File: src/rtl/function_chooser_arb_if.sv
// rtl/function_chooser_arb_if.sv - request/grant bundle between request sources, the arbiter and function units
interface function_chooser_arb_if #(
    parameter int N = 2
);
    localparam int IW = $clog2(N);

    logic [N-1:0]  reqs;
    logic          done;
    logic [N-1:0]  sets;
    logic          fin;
    logic [IW-1:0] sel;
    logic [N-1:0]  pending;
    logic          overrun;

    modport master (
        output reqs, done,
        input  sets, fin, sel, pending, overrun
    );

    modport slave (
        input  reqs, done,
        output sets, fin, sel, pending, overrun
    );
endinterface

File: src/rtl/function_chooser_arb.sv
// rtl/function_chooser_arb.sv - edge-captured request arbiter granting one function at a time (FC_ROUND_ROBIN_EN selects round-robin)
module function_chooser_arb #(
    parameter int  N  = 2,
    localparam int IW = $clog2(N)
) (
    input logic                   clk,
    input logic                   rst_n,
    function_chooser_arb_if.slave bus
);
    typedef enum logic [1:0] {IDLE, ACTIVE, RELEASE} state_t;

    state_t        state, state_d;
    logic [N-1:0]  reqs_q;
    logic [N-1:0]  rise;
    logic [N-1:0]  pending_q, pending_d;
    logic [N-1:0]  sets_q, sets_d;
    logic [IW-1:0] sel_q, sel_d;
    logic          overrun_q, overrun_d;
    logic          grant;
    logic [IW-1:0] win;
    logic [N-1:0]  win_mask;

    assign rise     = bus.reqs & ~reqs_q;
    assign win_mask = N'(1) << win;

`ifdef FC_ROUND_ROBIN_EN
    logic [IW-1:0] ptr;
    logic [IW:0]   idx;
    logic          found;

    // Search starts at the pointer and wraps past N-1 back to 0.
    always_comb begin
        win   = '0;
        idx   = '0;
        found = 1'b0;
        for (int k = 0; k < N; k++) begin
            idx = {1'b0, ptr} + (IW+1)'(k);
            if (idx >= (IW+1)'(N))
                idx = idx - (IW+1)'(N);
            if (!found && pending_q[idx[IW-1:0]]) begin
                win   = idx[IW-1:0];
                found = 1'b1;
            end
        end
    end

    always_ff @(posedge clk or negedge rst_n) begin
        if (!rst_n)
            ptr <= '0;
        else if (grant)
            ptr <= (win == IW'(N-1)) ? '0 : win + 1'b1;
    end
`else
    always_comb begin
        win = '0;
        for (int k = N-1; k >= 0; k--)
            if (pending_q[k])
                win = IW'(k);
    end
`endif

    always_comb begin
        state_d = state;
        grant   = 1'b0;
        case (state)
            IDLE: begin
                if (pending_q != '0) begin
                    grant   = 1'b1;
                    state_d = ACTIVE;
                end
            end
            ACTIVE: begin
                if (bus.done)
                    state_d = RELEASE;
            end
            RELEASE: begin
                if (pending_q != '0) begin
                    grant   = 1'b1;
                    state_d = ACTIVE;
                end else begin
                    state_d = IDLE;
                end
            end
            default: state_d = IDLE;
        endcase
    end

    // A grant is held only while staying in ACTIVE; every exit from ACTIVE zeroes it for one cycle.
    always_comb begin
        sets_d    = '0;
        sel_d     = '0;
        pending_d = (pending_q & ~(grant ? win_mask : '0)) | rise;
        overrun_d = overrun_q | (|(rise & pending_q));
        if (grant) begin
            sets_d = win_mask;
            sel_d  = win;
        end else if (state == ACTIVE && !bus.done) begin
            sets_d = sets_q;
            sel_d  = sel_q;
        end
    end

    always_ff @(posedge clk or negedge rst_n) begin
        if (!rst_n)
            state <= IDLE;
        else
            state <= state_d;
    end

    always_ff @(posedge clk or negedge rst_n) begin
        if (!rst_n) begin
            reqs_q    <= '0;
            pending_q <= '0;
            sets_q    <= '0;
            sel_q     <= '0;
            overrun_q <= 1'b0;
        end else begin
            reqs_q    <= bus.reqs;
            pending_q <= pending_d;
            sets_q    <= sets_d;
            sel_q     <= sel_d;
            overrun_q <= overrun_d;
        end
    end

    assign bus.sets    = sets_q;
    assign bus.fin     = |sets_q;
    assign bus.sel     = sel_q;
    assign bus.pending = pending_q;
    assign bus.overrun = overrun_q;
endmodule

File: src/flat_wrapper.sv
// flat-port wrapper written by rule: the top's interface ports become plain ports
module function_chooser_arb_flat 
#(
    parameter int  N  = 2,
    localparam int IW = $clog2(N)
)
  (clk, rst_n, bus_reqs, bus_done, bus_sets, bus_fin, bus_sel, bus_pending, bus_overrun);
  function_chooser_arb_if #(.N(N)) bus_i ();
  input logic clk;
  input logic rst_n;
  input wire logic [$bits(bus_i.reqs)-1:0] bus_reqs;
  input wire logic [$bits(bus_i.done)-1:0] bus_done;
  output wire logic [$bits(bus_i.sets)-1:0] bus_sets;
  output wire logic [$bits(bus_i.fin)-1:0] bus_fin;
  output wire logic [$bits(bus_i.sel)-1:0] bus_sel;
  output wire logic [$bits(bus_i.pending)-1:0] bus_pending;
  output wire logic [$bits(bus_i.overrun)-1:0] bus_overrun;
  assign bus_i.reqs = bus_reqs;
  assign bus_i.done = bus_done;
  assign bus_sets = bus_i.sets;
  assign bus_fin = bus_i.fin;
  assign bus_sel = bus_i.sel;
  assign bus_pending = bus_i.pending;
  assign bus_overrun = bus_i.overrun;
  function_chooser_arb #(.N(N)) u_core (.clk(clk), .rst_n(rst_n), .bus(bus_i));
endmodule
File: config.mk
export PLATFORM = sky130hd
export DESIGN_NAME = function_chooser_arb_flat
export DESIGN_NICKNAME = d
export VERILOG_FILES = /design/src/rtl/function_chooser_arb_if.sv /design/src/rtl/function_chooser_arb.sv /design/src/flat_wrapper.sv
export SDC_FILE = /design/constraint.sdc
export NUM_CORES = 1
export LEC_CHECK = 0
export CAP_MARGIN = 15
export CORE_AREA = 5 5 42 44
export CTS_BUF_LIST = sky130_fd_sc_hd__clkbuf_2
export CTS_CLUSTER_DIAMETER = 150
export DETAILED_ROUTE_END_ITERATION = 12
export DIE_AREA = 0 0 47 49
export PLACE_DENSITY_LB_ADDON = 0.2
export SLEW_MARGIN = 20
export SYNTH_ARGS = -nofsm -noshare
export SYNTH_HDL_FRONTEND = slang
export SYNTH_SLANG_ARGS = --single-unit
File: constraint.sdc
create_clock -name clk -period 1.2 [get_ports clk]
set_input_delay 0.24 -clock clk [delete_from_list [all_inputs] [get_ports clk]]
set_output_delay 0.24 -clock clk [all_outputs]
set_load 0.02 [all_outputs]
==> results of run 1 <==
## flip-flops by register name, indices dropped and copies added, names as in the netlist
signal              flops
u_core.state            2
u_core.bus.sel          1
u_core.reqs_q           2
u_core.bus.pending      2
u_core.bus.overrun      1
u_core.bus.sets         1
## what timing repair did
action,CTS,global route
pin swaps,0,1
resized for setup,27,8
endpoints found under the setup margin,7,5
hold buffers,0,0
## power breakdown
| part | switching (µW) | total [µW] | internal (µW) |
|---|---|---|---|
| logic | 309 | 700 | 390 |
| clock network | 116 | 205 | 88.5 |
| registers | 82.7 | 478 | 396 |
| total | 509 | 1380 | 874 |
## cells in the mapped netlist, drive strengths merged
| cell type | instances | share of area [%] |
|---|---|---|
| nor3b | 1 | 2.1 |
| a311o | 1 | 2.8 |
| or2 | 1 | 1.8 |
| nor2b | 1 | 1.8 |
| and3b | 1 | 2.5 |
| a31o | 2 | 5.0 |
| o31a | 1 | 2.5 |
| o21ai | 3 | 4.3 |
| buf | 2 | 5.3 |
| nor2 | 2 | 2.1 |
| nand2 | 1 | 1.1 |
| inv | 2 | 2.1 |
| a22o | 1 | 2.5 |
| dfrtp | 9 | 64 |
## metrics by stage
stage | power [µW] | setup TNS, ns | std cells | hold WS (ns) | setup slack [ns]
after floorplan | 829 | 0 | 28 | -0.0556 | 0.134
after global placement | 1130 | -0.400 | 58 | 0.432 | -0.207
after detailed placement | 1150 | -0.504 | 58 | 0.440 | -0.224
after CTS | 1330 | -0.0806 | 62 | 0.267 | -0.0806
after global routing | 1460 | -0.103 | 62 | 0.289 | -0.103
final | 1380 | -0.0632 | 62 | 0.268 | -0.0632
## cell families after synthesis
group | after synthesis
DFF | 9
AOI/OAI and AO/OA | 8
and+or+nand+nor | 7
buffers and inverters | 4
## worst max-delay path by stage
stage	cells past startpoint	start	to	slack (ns)
2_1_floorplan	1	u_core.bus.sel$_DFFE_PN0P_	bus_fin	0.13
3_3_place_gp	2	u_core.bus.sel$_DFFE_PN0P_	bus_fin	-0.21
3_5_place_dp	2	u_core.bus.sel$_DFFE_PN0P_	bus_fin	-0.22
4_1_cts	2	u_core.bus.sel$_DFFE_PN0P_	bus_fin	-0.08
5_1_grt	2	u_core.bus.sets[0]$_DFFE_PN0P_	bus_fin	-0.10
6_report	2	u_core.bus.sets[0]$_DFFE_PN0P_	bus_fin	-0.06
## area by class of cell
type / instances / share of cell area [%]
timing repair buffer: 16 / 29.1
multi-input combinational: 15 / 19.4
sequential: 9 / 42.6
tap: 16 / 3.78
inverter: 2 / 1.42
clock buffer: 4 / 3.78
## layer usage
metal	GRT usage (%)	share of wire, %	wire (µm)	vias up
li1	-	-	-	133
met1	8.41	35	283	134
met2	12.0	49	394	12
met3	4.06	11	88	3
met4	9.68	4.5	36	0
met5	0	0	0	-
## critical path: stages (launching register included)
cell and delay, ns:
dfrtp_1 0.39, or2_4 0.25, buf_6 0.13
==> flow_metrics.py, run 1 <==
metrics = {
    "detailed_routing": {
        "drt_first_pass_iters": 1,
        "viasPerCell": 4.55,
        "avgRoutedWirePerCell_um": 12.9,
        "drc": 0,
        "wirelength_um": 802,
        "ant_nets": 0,
        "via_count": 282,
        "drt_iter0_drc": 0,
    },
    "timing": {
        "post-route-min-period_ns": 1.26,
        "fmax_mhz": 792,
        "slew_violations": 0,
        "slew_headroom_pct": 72.9,
        "hold_viol": 0,
        "tightest_slew_ns": 0.405,
        "worst_clock_skew_ns": 0.00137,
        "worst_slack_ns": -0.0632,
        "rsz0062_at_grt": "true",
        "setup_viol": 1,
        "period_share_pct": 105,
    },
    "grt": {
        "grt_max_degree": 10,
        "grt_pass1_vias": 304,
        "grt_use_total_pct": 8.68,
        "antenna_found_initial": 0,
        "grt-ovfl-total": 0,
        "grt_pass1_wl_mm": 1.35,
    },
    "clock_network": {
        "clk_latency_ns": 0.26,
        "cts_buffers": 3,
        "path_clk_slew_ns": 0.10,
        "cts_sinks": 9,
        "cts_root_buf": "clkbuf_2",
        "clockBufferDepth": 2,
        "h-tree-depth": 1,
        "cts_setup_buffers": 0,
        "tritoncts": "done",
    },
    "outcome": {
        "violations": "setup timing",
        "status": "finished, violations left",
    },
    "logic_synthesis": {
        "synth-simple-area-share_pct": 11.4,
        "synth_seq_area_share_pct": 64.1,
        "synth_compound_area_share_pct": 17.1,
        "synth_fp_nets": 33,
        "syn_inst": 28,
        "synth_top_family_by_area": "compound AO/OA/AOI/OAI gates",
        "avgSynthCellArea_um2": 12.6,
        "synth_warnings": 0,
        "ys_ff_latch": 9,
        "synth-adder-area-share_pct": 0,
        "synth_mux_area_share_pct": 0,
        "synth.cell_area_um2": 352,
        "synth_cell_type_count": 15,
        "synth_xor_xnor_area_share_pct": 0,
    },
    "final_layout": {
        "final_cell_mix": "dfrtp_1, clkbuf_2, buf_6",
        "seq_area_um2": 225,
        "layout_commonest_cell": "dfrtp_1",
        "n_antenna_cell": 0,
        "drive_above_1_share_pct": 41.3,
        "n_fill_cell": 152,
        "area_delta_synth_final_pct": 50.5,
        "multi_input_area_um2": 103,
        "final_design_area_no_fill_um2": 529,
        "fin_nets": 52,
        "fin_util_pct": 37.8,
    },
    "floorplan": {
        "dieArea_mm2": 0.00230,
        "pin_count": 12,
        "die_y_um": 49,
        "row_count": 14,
        "die_w_um": 47,
        "start_util_pct": 25.1,
        "core_mm2": 0.00140,
    },
    "worst_setup_path": {
        "rrSetupSlack_ns": 0.09,
        "critPathMaxFanout": 2,
        "endpoint_kind": "output port",
        "required_ns": 0.96,
        "path_class": "register to output port",
        "reg2reg_to": "u_core.bus.overrun$_DFF_PN0_",
        "crit_path_start_kind": "register",
        "reg2reg_depth": 3,
        "critical_path_arrival_ns": 1.02,
        "r2r_start": "u_core.bus.pending[1]$_DFF_PN0_",
    },
    "pwr": {
        "leakagePower_uw": 0.000253,
        "irDropWorstVdd_uv": 981,
        "p_per_area_mw_per_mm2": 2610,
    },
    "placement": {
        "portBuffers": 11,
        "globalplace.congestion": 0.662,
        "dpl_cell_area_um2": 500,
    },
    "min_path": {
        "hp-class": "primary input to asynchronous set/reset pin",
    },
    "job": {
        "maxCapViolations": 0,
    },
}
Note: power is estimated with default switching activity, not from simulation.
==> inputs of run 2 (changes only) <==
--- a/config.mk
+++ b/config.mk
@@ -5,7 +5,6 @@
 export SDC_FILE = /design/constraint.sdc
 export NUM_CORES = 1
 export LEC_CHECK = 0
-export CAP_MARGIN = 15
 export CORE_AREA = 5 5 42 44
 export CTS_BUF_LIST = sky130_fd_sc_hd__clkbuf_2
 export CTS_CLUSTER_DIAMETER = 150
==> results of run 2 <==
The final DEF is identical to that of run 1; final timing and power are the same.
==> inputs of run 3 (changes only) <==
--- a/config.mk
+++ b/config.mk
@@ -5,6 +5,8 @@
 export SDC_FILE = /design/constraint.sdc
 export NUM_CORES = 1
 export LEC_CHECK = 0
+export CELL_PAD_IN_SITES_DETAIL_PLACEMENT = 0
+export CELL_PAD_IN_SITES_GLOBAL_PLACEMENT = 1
 export CORE_AREA = 5 5 42 44
 export CTS_BUF_LIST = sky130_fd_sc_hd__clkbuf_2
 export CTS_CLUSTER_DIAMETER = 150
==> run 3 against run 2 <==
Effect of this change:
- the flow still finishes with violations (setup timing)
- sequential share of layout area is 1.9 points higher
- clock-buffer cell count stayed put
- first-iteration DRC count up 6
- register-to-register slack improved by 0.05 ns
- non-clock buffer count increased by 1
- setup slack improved by 0.029 ns
- core utilization is 1.6 points lower
- largest power group unchanged
- highest routed layer is now met3
==> flow_metrics.py, run 3 (synthesis results as in run 1) <==
metrics = {
    "outcome": {
        "status": "finished, violations left",
        "violations": "setup timing",
    },
    "pwr": {
        "leakagePower_uw": 0.000251,
        "p_per_area_mw_per_mm2": 2520,
        "irDropWorstVdd_uv": 792,
    },
    "detailed_routing": {
        "drc": 0,
        "ant_nets": 0,
        "avgRoutedWirePerCell_um": 11.7,
        "via_count": 277,
        "wirelength_um": 735,
        "drt_iter0_drc": 6,
        "drt_first_pass_iters": 2,
        "viasPerCell": 4.40,
    },
    "worst_setup_path": {
        "path_class": "register to output port",
        "endpoint_kind": "output port",
        "crit_path_start_kind": "register",
        "r2r_start": "u_core.bus.pending[1]$_DFF_PN0_",
        "reg2reg_to": "u_core.bus.overrun$_DFF_PN0_",
        "rrSetupSlack_ns": 0.14,
        "required_ns": 0.96,
        "critical_path_arrival_ns": 0.99,
        "critPathMaxFanout": 2,
        "reg2reg_depth": 3,
    },
    "final_layout": {
        "seq_area_um2": 225,
        "area_delta_synth_final_pct": 44.1,
        "n_antenna_cell": 0,
        "layout_commonest_cell": "dfrtp_1",
        "final_cell_mix": "dfrtp_1, clkbuf_2, buf_4",
        "fin_nets": 53,
        "multi_input_area_um2": 103,
        "fin_util_pct": 36.2,
        "drive_above_1_share_pct": 40.4,
        "stdcell_count": 63,
        "n_fill_cell": 149,
    },
    "timing": {
        "hold_viol": 0,
        "rsz0062_at_grt": "true",
        "fmax_mhz": 811,
        "period_share_pct": 103,
        "setup_viol": 1,
        "slew_headroom_pct": 72.4,
        "slew_violations": 0,
        "worst_clock_skew_ns": 0.00326,
        "post-route-min-period_ns": 1.23,
        "worst_slack_ns": -0.0338,
        "hold_slack_ns": 0.294,
        "tightest_slew_ns": 0.413,
    },
    "clock_network": {
        "clk_latency_ns": 0.23,
        "h-tree-depth": 1,
        "path_clk_slew_ns": 0.09,
        "clockBufferDepth": 2,
        "cts_buffers": 3,
        "tritoncts": "done",
        "cts_sinks": 9,
        "cts-hold-fix-buffers": 0,
        "cts_root_buf": "clkbuf_2",
    },
    "placement": {
        "dp_hpwl_um": 582,
        "dpl.cell_count": 59,
        "preCtsSetupSlack_ns": -0.214,
        "portBuffers": 11,
        "globalplace.congestion": 0.684,
    },
    "floorplan": {
        "row_count": 14,
        "pin_count": 12,
        "core_mm2": 0.00140,
        "die_w_um": 47,
        "start_util_pct": 25.1,
        "dieArea_mm2": 0.00230,
        "die_y_um": 49,
    },
    "job": {
        "maxCapViolations": 0,
    },
    "grt": {
        "antenna_found_initial": 0,
        "grt-ovfl-total": 0,
        "grt_pass1_wl_mm": 1.30,
        "grt_max_degree": 10,
        "grt_pass1_vias": 315,
        "grt_use_total_pct": 7.97,
    },
    "min_path": {
        "hp-class": "primary input to asynchronous set/reset pin",
    },
}
-- run 3: changes by cell type in the layout (fill, tap and decap cells not counted) --
cell | previous run | this run
clkdlybuf4s15_1 | 0 | 1
clkdlybuf4s15_2 | 2 | 0
clkbuf_2 | 5 | 6
buf_6 | 5 | 1
buf_2 | 0 | 3
buf_4 | 4 | 6
-- run 3: timing repair --
action	4_1_cts	5_1_grt
setup endpoints to repair	7	4
setup buffers	0	0
pin swaps	0	0
resized for setup	21	6
-- run 3: metal layers --
| layer | track usage [%] | share of wire (%) | up-vias |
|---|---|---|---|
| met1 | 8.62 | 41 | 132 |
| met2 | 11.8 | 49 | 9 |
| met5 | 0 | 0 | - |
| met3 | 2.58 | 9.9 | 0 |
| li1 | - | - | 136 |
| met4 | 6.91 | 0 | 0 |
-- run 3: through the flow --
step                power [µW]  setup TNS [ns]  instance area (µm²)
floorplan                  829               0                  352
global placement          1130          -0.376                  508
detailed placement        1150          -0.421                  508
CTS                       1250          -0.126                  507
global route              1370         -0.0772                  507
finish                    1280         -0.0338                  507
-- run 3: worst max path at each step --
| stage | start | to | cells after the start |
|---|---|---|---|
| 3_5_place_dp | u_core.bus.sel$_DFFE_PN0P_ | bus_fin | 2 |
| 4_1_cts | u_core.bus.sel$_DFFE_PN0P_ | bus_fin | 2 |
| 2_1_floorplan | u_core.bus.sel$_DFFE_PN0P_ | bus_fin | 1 |
| 5_1_grt | u_core.bus.sel$_DFFE_PN0P_ | bus_fin | 2 |
| 3_3_place_gp | u_core.bus.sel$_DFFE_PN0P_ | bus_fin | 2 |
| 6_report | u_core.bus.sel$_DFFE_PN0P_ | bus_fin | 2 |
-- run 3: where the power goes --
group | internal [µW] | total (µW) | switching [µW]
registers | 395 | 472 | 76.9
logic | 318 | 616 | 298
clock network | 88.7 | 190 | 102
-- run 3: layout make-up --
type / instances / area share (%)
flip-flops and latches: 9 / 44.4
clock buffers: 4 / 3.95
inverters: 2 / 1.48
multi-input cells: 15 / 20.2
well taps: 16 / 3.95
repair buffers: 17 / 25.9
-- run 3: worst max-delay path: stages (launching register included) --
cell	delay [ns]
dfrtp_1	0.39
or2_4	0.25
buf_6	0.13
